`src/rtl/fetch_stage_pkg.sv`:
```
// Shared constants for the PA-RISC instruction-fetch stage.
package fetch_stage_pkg;

    localparam logic [31:0] NOP_INSTR        = 32'h0000_0000;
    localparam int          PC_INC           = 4;
    localparam int          RESET_PC_DEFAULT = 0;

endpackage

```
`src/rtl/fetch_stage_if_id_reg.sv`:
```
// IF/ID pipeline register: captures the fetched word and its PC, with hold and nullify.
module if_id_reg
    import fetch_stage_pkg::*;
#(
    parameter int ADDR_W  = 8,
    parameter int INSTR_W = 32
) (
    input  logic               clk,
    input  logic               reset_n,
    input  logic               stall,
    input  logic               flush,
    input  logic [INSTR_W-1:0] instr_in,
    input  logic [ADDR_W-1:0]  pc_in,
    output logic [INSTR_W-1:0] instr_out,
    output logic [ADDR_W-1:0]  pc_out,
    output logic               valid_out
);

    localparam logic [INSTR_W-1:0] NOP_W = INSTR_W'(NOP_INSTR);

    logic [INSTR_W-1:0] instr_q, instr_d;
    logic [ADDR_W-1:0]  pc_q, pc_d;
    logic               valid_q, valid_d;

    // Flush beats stall here: a nullified slot must never be held as a real instruction.
    always_comb begin
        instr_d = instr_q;
        pc_d    = pc_q;
        valid_d = valid_q;
        if (flush) begin
            instr_d = NOP_W;
            pc_d    = pc_in;
            valid_d = 1'b0;
        end else if (!stall) begin
            instr_d = instr_in;
            pc_d    = pc_in;
            valid_d = 1'b1;
        end
    end

    always_ff @(posedge clk or negedge reset_n) begin
        if (!reset_n) begin
            instr_q <= NOP_W;
            pc_q    <= '0;
            valid_q <= 1'b0;
        end else begin
            instr_q <= instr_d;
            pc_q    <= pc_d;
            valid_q <= valid_d;
        end
    end

    assign instr_out = instr_q;
    assign pc_out    = pc_q;
    assign valid_out = valid_q;

endmodule

```
`src/rtl/fetch_stage.sv`:
```
// PA-RISC fetch stage: PC/nPC pair with one-slot delayed branching feeding the IF/ID register.
module fetch_stage
    import fetch_stage_pkg::*;
#(
    parameter int ADDR_W   = 8,
    parameter int INSTR_W  = 32,
    parameter int RESET_PC = RESET_PC_DEFAULT
) (
    input  logic               clk,
    input  logic               reset_n,
    input  logic               stall,
    input  logic               flush,
    input  logic               branch_taken,
    input  logic [ADDR_W-1:0]  branch_target,
    output logic [ADDR_W-1:0]  imem_addr,
    input  logic [INSTR_W-1:0] imem_data,
    output logic [INSTR_W-1:0] ifid_instr,
    output logic [ADDR_W-1:0]  ifid_pc,
    output logic               ifid_valid
);

    localparam logic [ADDR_W-1:0] PC_INC_W    = ADDR_W'(PC_INC);
    localparam logic [ADDR_W-1:0] RESET_PC_W  = ADDR_W'(RESET_PC);
    localparam logic [ADDR_W-1:0] RESET_NPC_W = RESET_PC_W + PC_INC_W;
    localparam logic [ADDR_W-1:0] ALIGN_MASK  = ~ADDR_W'(3);

    logic [ADDR_W-1:0] pc_q, pc_d;
    logic [ADDR_W-1:0] npc_q, npc_d;
    logic [ADDR_W-1:0] target_aligned;

    // Low target bits are simply dropped; misalignment is not trapped here.
    assign target_aligned = branch_target & ALIGN_MASK;

    // A taken branch only redirects nPC, so the delay-slot word at nPC is still fetched.
    always_comb begin
        pc_d  = pc_q;
        npc_d = npc_q;
        if (!stall) begin
            pc_d  = npc_q;
            npc_d = branch_taken ? target_aligned : npc_q + PC_INC_W;
        end
    end

    always_ff @(posedge clk or negedge reset_n) begin
        if (!reset_n) begin
            pc_q  <= RESET_PC_W;
            npc_q <= RESET_NPC_W;
        end else begin
            pc_q  <= pc_d;
            npc_q <= npc_d;
        end
    end

    assign imem_addr = pc_q;

    if_id_reg #(
        .ADDR_W  (ADDR_W),
        .INSTR_W (INSTR_W)
    ) u_if_id_reg (
        .clk       (clk),
        .reset_n   (reset_n),
        .stall     (stall),
        .flush     (flush),
        .instr_in  (imem_data),
        .pc_in     (pc_q),
        .instr_out (ifid_instr),
        .pc_out    (ifid_pc),
        .valid_out (ifid_valid)
    );

endmodule

```
`config.mk`:
```
export PLATFORM = sky130hd
export DESIGN_NAME = fetch_stage
export DESIGN_NICKNAME = d
export VERILOG_FILES = /design/src/rtl/fetch_stage_pkg.sv /design/src/rtl/fetch_stage_if_id_reg.sv /design/src/rtl/fetch_stage.sv
export SDC_FILE = /design/constraint.sdc
export NUM_CORES = 1
export LEC_CHECK = 0
export ABC_CLOCK_PERIOD_IN_PS = 1600
export CORE_MARGIN = 3
export CORE_UTILIZATION = 40
export CTS_CLUSTER_SIZE = 30
export DETAILED_ROUTE_END_ITERATION = 7
export PLACE_DENSITY = 0.84
export SETUP_SLACK_MARGIN = 0.1
export SLEW_MARGIN = 20
export SYNTH_ARGS = -nofsm -noshare
export SYNTH_HDL_FRONTEND = slang
export SYNTH_SLANG_ARGS = --single-unit
export TNS_END_PERCENT = 50
```
`constraint.sdc`:
```
create_clock -name clk -period 1.6 [get_ports clk]
set_input_delay 0.4 -clock clk [delete_from_list [all_inputs] [get_ports clk]]
set_output_delay 0.4 -clock clk [all_outputs]
set_load 0.01 [all_outputs]
```
==> flow_metrics.py, run 1 <==
metrics = {
    "synthesis": {
        "yosysMostFrequentCell": "dfrtp_1",
        "synth-seq-cells": 51,
        "syn_inst": 180,
        "yosys.area.top_type": "dfrtp_1",
        "synth_edf_count": 0,
        "ys_top_cells_by_count": "50 x dfrtp_1, 35 x nor2_1, 33 x mux2i_1, 12 x mux2_2, 8 x o21ai_0",
        "syn_avg_cell_area_sq_um": 11.9,
        "yosys.area.top_type_share_pct": 58.2,
        "synth-main-ff-cell": "dfrtp_1",
        "synth_cell_types": 24,
        "synth_seq_area_share_pct": 59.5,
        "synth_area_sq_um": 2150,
        "yosysWarnings": 0,
        "postSynth.asyncResetShare_pct": 100,
        "synth_area_leaders": "dfrtp_1 58%, mux2i_1 15%, mux2_2 6.3%, nor2_1 6.1%, buf_4 2.1%",
    },
    "sta": {
        "rsz0062_at_grt": "yes",
        "fmax_mhz": 665,
        "drv_slew": 0,
        "fin_crit_ns": 1.50,
        "hold_viol": 0,
        "finalSetupViolCount": 0,
        "period_share_pct": 94.0,
        "clock-skew-final_ns": 0.00335,
    },
    "drt": {
        "ant_nets": 0,
        "routed_wl_um": 5010,
        "drc": 0,
        "viasPerCell": 4.75,
        "post_drt_wl_per_cell_um": 14.4,
        "vias": 1648,
        "drtIter0Drc": 43,
        "first_pass_iters": 4,
    },
    "critical_path": {
        "cp_slowest_cell": "dfstp_2",
        "end_kind": "flip-flop",
        "path_max_fanout": 2,
        "critPathRequiredTime_ns": 1.79,
        "crit_arrival_ns": 1.70,
        "path_cells": "nand3_2 > or2_1 > mux2_1 > o221a_1",
        "max_stage_delay_ns": 0.56,
        "path_class": "flip-flop to flip-flop",
        "setup.worst_path.start_class": "flip-flop",
    },
    "power": {
        "ir_worst_vdd_mv": 0.611,
        "power_mw": 3.22,
        "p_leak_nw": 1.67,
        "power_density_nw_per_um2": 994,
    },
    "layout": {
        "area.growth.synth_to_final_pct": 51.0,
        "fill_cells": 479,
        "final_util_pct": 63.1,
        "stdcell_area_sq_um": 3240,
        "drive_gt1_share_pct": 13.7,
        "final_nets": 322,
        "antenna_cells": 0,
        "seq_area_sq_um": 1280,
        "multi_input_area_sq_um": 795,
    },
    "clocking": {
        "insertion_delay_ns": 0.30,
        "clkTransAtPathRegs_ns": 0.09,
        "cts_tree": "built",
        "numCtsBuffers": 5,
        "clock-sinks": 51,
        "cts_buffer_depth": 2,
        "cts_setup_buffers": 0,
        "root_buffer": "clkbuf_8",
        "cts-htree-levels": 2,
    },
    "run": {
        "cap_violations": 0,
    },
    "die": {
        "core_sq_um": 5140,
        "die_w_um": 79.3,
        "ioPinCount": 94,
        "die-area_sq_um": 6290,
        "die_y_um": 79.3,
        "num_rows": 26,
        "initial_utilization_pct": 41.8,
    },
    "outcome": {
        "outcome": "finished, final reports clean",
    },
    "global_routing": {
        "grt_max_degree": 34,
        "gr-total-overflow": 0,
        "antenna_found_initial": 0,
        "grt.total_usage_pct": 17.0,
        "grt_pass1_vias": 1675,
        "grt_pass1_wl_um": 8270,
    },
    "place": {
        "placed_area_sq_um": 3150,
        "port_buffers": 87,
        "gp_congestion": 0.713,
        "hpwl_um": 3730,
    },
    "worst_hold_path": {
        "holdCritPathClass": "primary input to flip-flop",
    },
}
==> stage by stage <==
step / hold slack (ns) / cells / setup TNS [ns] / worst slack (ns)
floorplan: 0.104 / 183 / 0 / 0.115
global placement: 0.317 / 338 / 0 / 0.00878
detailed placement: 0.321 / 338 / -0.0909 / -0.0329
CTS: 0.483 / 347 / 0 / 0.107
global route: 0.509 / 347 / 0 / 0.0615
finish: 0.496 / 347 / 0 / 0.0961
==> where the power goes <==
group          internal, mW  switching (mW)
clock network         0.625           0.410
logic                 0.372           0.297
registers              1.43          0.0871
==> layer usage <==
metal  share of wire (%)  GRT usage (%)  vias up  routed length (um)
met5                   0              0        -                   0
met4                 1.2           4.30        0                  61
met3                 5.8           4.76        7                 288
met2                  48           26.8       62                2400
met1                  45           23.2      795                2250
li1                    -              -      784                   -
==> flip-flops by register name (all words and copies together), names as in the netlist <==
signal,count
u_if_id_reg.instr_out,32
u_if_id_reg.pc_out,6
u_if_id_reg.valid_out,1
imem_addr,6
npc_q,6
==> cell type report <==
cell class | count | area share [%]
Sequential cell | 51 | 39.4
Timing Repair Buffer | 102 | 29.1
Multi-Input combinational cell | 114 | 24.5
Tap cell | 70 | 2.70
Clock buffer | 6 | 2.24
Clock inverter | 2 | 1.85
Inverter | 2 | 0.231
==> layout by cell type (no fill, tap or decap) <==
cell / instances
nand2_1: 7
buf_2: 2
mux2_2: 12
clkdlybuf4s50_1: 40
dlygate4sd3_1: 1
dfstp_2: 1
a21oi_1: 4
or2_1: 1
nor3_1: 1
bufinv_16: 2
clkbuf_1: 1
nand2b_1: 1
inv_1: 2
conb_1: 4
mux2_1: 1
mux2i_1: 33
dfrtp_1: 50
dlygate4sd2_1: 45
buf_4: 12
nor3b_2: 1
o21ai_0: 8
ha_1: 1
nand3_2: 1
a31oi_1: 2
nor2_1: 35
buf_12: 2
o221a_1: 1
nand4b_1: 1
clkbuf_8: 5
==> critical path: cells and delay by family (launching register included) <==
kind,cells,cell delay (ns)
AOI/OAI and AO/OA,1,0.23
DFF,1,0.56
muxes,1,0.32
and+or+nand+nor,2,0.30
==> cells by family (layout without fill, tap and decap cells) <==
group | count (synthesis) | count (layout) | synth area share, %
other cells | 1 | 4 | 0.175
flops | 51 | 51 | 59.5
compound gates | 15 | 15 | 3.90
mux | 46 | 46 | 22.2
fa+ha+maj | 1 | 1 | 0.582
buf+inv | 18 | 112 | 4.31
simple gates | 48 | 48 | 9.38
==> timing repair <==
action	in CTS	in global routing
resized for setup	45	1
pin swaps	1	0
setup endpoints to repair	46	2
hold buffers	1	0
endpoints found under the hold margin	11	0
==> final timing paths <==
check                              from                   endpoint  slack (ns)  cells past startpoint
setup reg to reg               npc_q[2]                   npc_q[7]         0.1                      4
hold / removal                    stall  u_if_id_reg.instr_out[29]        0.50                      3
min in group asynchronous       reset_n      u_if_id_reg.pc_out[6]        0.56                      2
max in group asynchronous       reset_n   u_if_id_reg.instr_out[3]        0.51                      3
setup / recovery               npc_q[2]                   npc_q[7]         0.1                      4
hold reg to reg            imem_addr[7]               imem_addr[7]        0.50                      2
No activity file was read; power rests on OpenSTA's default activity.
==> inputs of run 2 (changes only) <==
DONT_BUFFER_PORTS = 1   (was not set)
PLACE_DENSITY = 0.61   (was 0.84)
REMOVE_ABC_BUFFERS = 1   (was not set)
==> run 2 against run 1 <==
The flow now finishes with violations (hold timing). First-iteration DRC count increased by 4.7%. Non-clock buffer count decreased by 101. Fmax increased by 0.95%. Core utilization decreased by 19 points. Sequential share of layout area increased by 17 points. Wire length decreased by 20%. Worst hold slack got worse by 0.71 ns. Cell count decreased by 29%. Total power decreased by 19%. Clock power decreased by 25%. Critical path type unchanged. Largest power group unchanged.
==> flow_metrics.py, run 2 (synthesis results as in run 1) <==
metrics = {
    "critical_path": {
        "end_kind": "flip-flop",
        "path_class": "flip-flop to flip-flop",
        "r2r-start": "npc_q[2]",
        "setup.worst_path.start_class": "flip-flop",
        "crit_arrival_ns": 1.68,
        "critPathRequiredTime_ns": 1.79,
        "r2r_slack_ns": 0.11,
        "r2r_end": "npc_q[7]",
        "path_max_fanout": 2,
        "r2r_cells": 4,
        "crit_start": "npc_q[2]",
    },
    "layout": {
        "final_cell_mix": "50 x dfrtp_1, 35 x nor2_1, 33 x mux2i_1",
        "multi_input_area_sq_um": 795,
        "antenna_cells": 0,
        "drive_gt1_share_pct": 13.6,
        "fill_cells": 511,
        "seq_area_sq_um": 1280,
        "final_nets": 221,
        "largest_register_ffs": 32,
        "stdcell_area_sq_um": 2280,
        "final_common_cell": "dfrtp_1",
        "area.growth.synth_to_final_pct": 6.06,
    },
    "place": {
        "hpwl_um": 2810,
        "placed_area_sq_um": 2170,
        "port_buffers": 0,
        "gp_congestion": 0.725,
    },
    "global_routing": {
        "gr-total-overflow": 0,
        "antenna_found_initial": 0,
        "grt_pass1_wl_um": 6420,
        "grt_pass1_vias": 1342,
        "grt.total_usage_pct": 13.3,
        "grt_max_degree": 52,
    },
    "power": {
        "p_comb_share_pct": 8.5,
        "p_int_mw": 1.97,
        "power_frac_clock_pct": 29.9,
        "p_leak_nw": 1.10,
        "ir_worst_vdd_mv": 0.479,
        "power.switching_mw": 0.654,
        "power_mw": 2.62,
        "swShare_pct": 25.0,
        "p_seq_share_pct": 61.6,
        "power_density_nw_per_um2": 1150,
    },
    "sta": {
        "rsz0062_at_grt": "yes",
        "fin_crit_ns": 1.49,
        "finalSetupViolCount": 0,
        "final.setup.tns_ns": 0,
        "hold_viol": 51,
        "clock-skew-final_ns": 0.00545,
        "holdWs_ns": -0.212,
        "period_share_pct": 93.1,
        "drv_slew": 0,
        "fmax_mhz": 671,
    },
    "clocking": {
        "cts_buffer_depth": 2,
        "root_buffer": "clkbuf_8",
        "numCtsBuffers": 5,
        "clock-sinks": 51,
        "cts_tree": "built",
        "cts-htree-levels": 2,
        "cts_setup_buffers": 0,
        "clkTransAtPathRegs_ns": 0.09,
        "insertion_delay_ns": 0.29,
    },
    "drt": {
        "post_drt_wl_per_cell_um": 16.2,
        "routed_wl_um": 3990,
        "drc": 0,
        "drtIter0Drc": 45,
        "viasPerCell": 5.07,
        "vias": 1248,
        "first_pass_iters": 2,
        "ant_nets": 0,
    },
    "die": {
        "die_y_um": 79.3,
        "num_rows": 26,
        "initial_utilization_pct": 41.8,
        "ioPinCount": 94,
        "die-area_sq_um": 6290,
        "die_w_um": 79.3,
        "core_sq_um": 5140,
    },
    "outcome": {
        "outcome": "finished, violations left",
        "violations": "hold timing",
    },
    "run": {
        "cap_violations": 0,
    },
    "worst_hold_path": {
        "holdCritPathClass": "primary input to asynchronous set/reset pin",
    },
}
-- run 2: cell types whose count changed in the layout (fill, tap and decap cells not counted), sizes merged --
| cell | change |
|---|---|
| buf | -15 |
| dlygate4sd3 | -1 |
| bufinv | -2 |
| dlygate4sd2 | -45 |
| clkinvlp | +1 |
| clkbuf | +1 |
| clkdlybuf4s50 | -40 |
-- run 2: power by group through the flow --
stage | combinational [mW] | sequential, mW | clock [mW]
finish | 0.224 | 1.61 | 0.783
global route | 0.257 | 1.64 | 0.880
CTS | 0.227 | 1.62 | 0.821
detailed placement | 0.228 | 1.64 | 0
global placement | 0.215 | 1.64 | 0
floorplan | 0.191 | 1.60 | 0
-- run 2: metrics by stage --
stage | instances | utilization (%) | setup WS (ns)
floorplan | 167 | - | 0.115
global placement | 238 | 42.2 | 0.126
detailed placement | 238 | 42.2 | 0.115
CTS | 246 | 44.2 | 0.104
global route | 246 | 44.3 | 0.0566
finish | 246 | 44.3 | 0.110
-- run 2: area by class of cell --
cell class | instances | area share (%)
sequential | 51 | 56.1
multi-input combinational | 114 | 34.9
clock buffer | 7 | 4.23
tap | 70 | 3.84
clock inverter | 1 | 0.329
timing repair buffer | 1 | 0.329
inverter | 2 | 0.329
-- run 2: metal layers --
layer  vias up  track usage [%]  wire (um)
li1        585                -          -
met1       593             15.3       1550
met2        68             22.3       2010
met3         2             5.78        420
met4         0             4.12         17
met5         -                0          0
-- run 2: worst max-delay path: stages (launching register included) --
cell and delay, ns:
dfstp_2 0.55, nand3_2 0.07, or2_1 0.24, mux2_1 0.30, o221a_1 0.22
-- run 2: repair_timing --
item / in CTS / in global routing
endpoints found under the setup margin: 0 / 2
resized for setup: 0 / 1
endpoints found under the hold margin: 51 / 51
-- run 2: worst max-delay path by stage --
stage / end / slack (ns)
finish: npc_q[7] / 0.11
global route: npc_q[7] / 0.06
CTS: npc_q[7] / 0.10
detailed placement: npc_q[7] / 0.12
global placement: npc_q[7] / 0.13
floorplan: npc_q[7] / 0.11
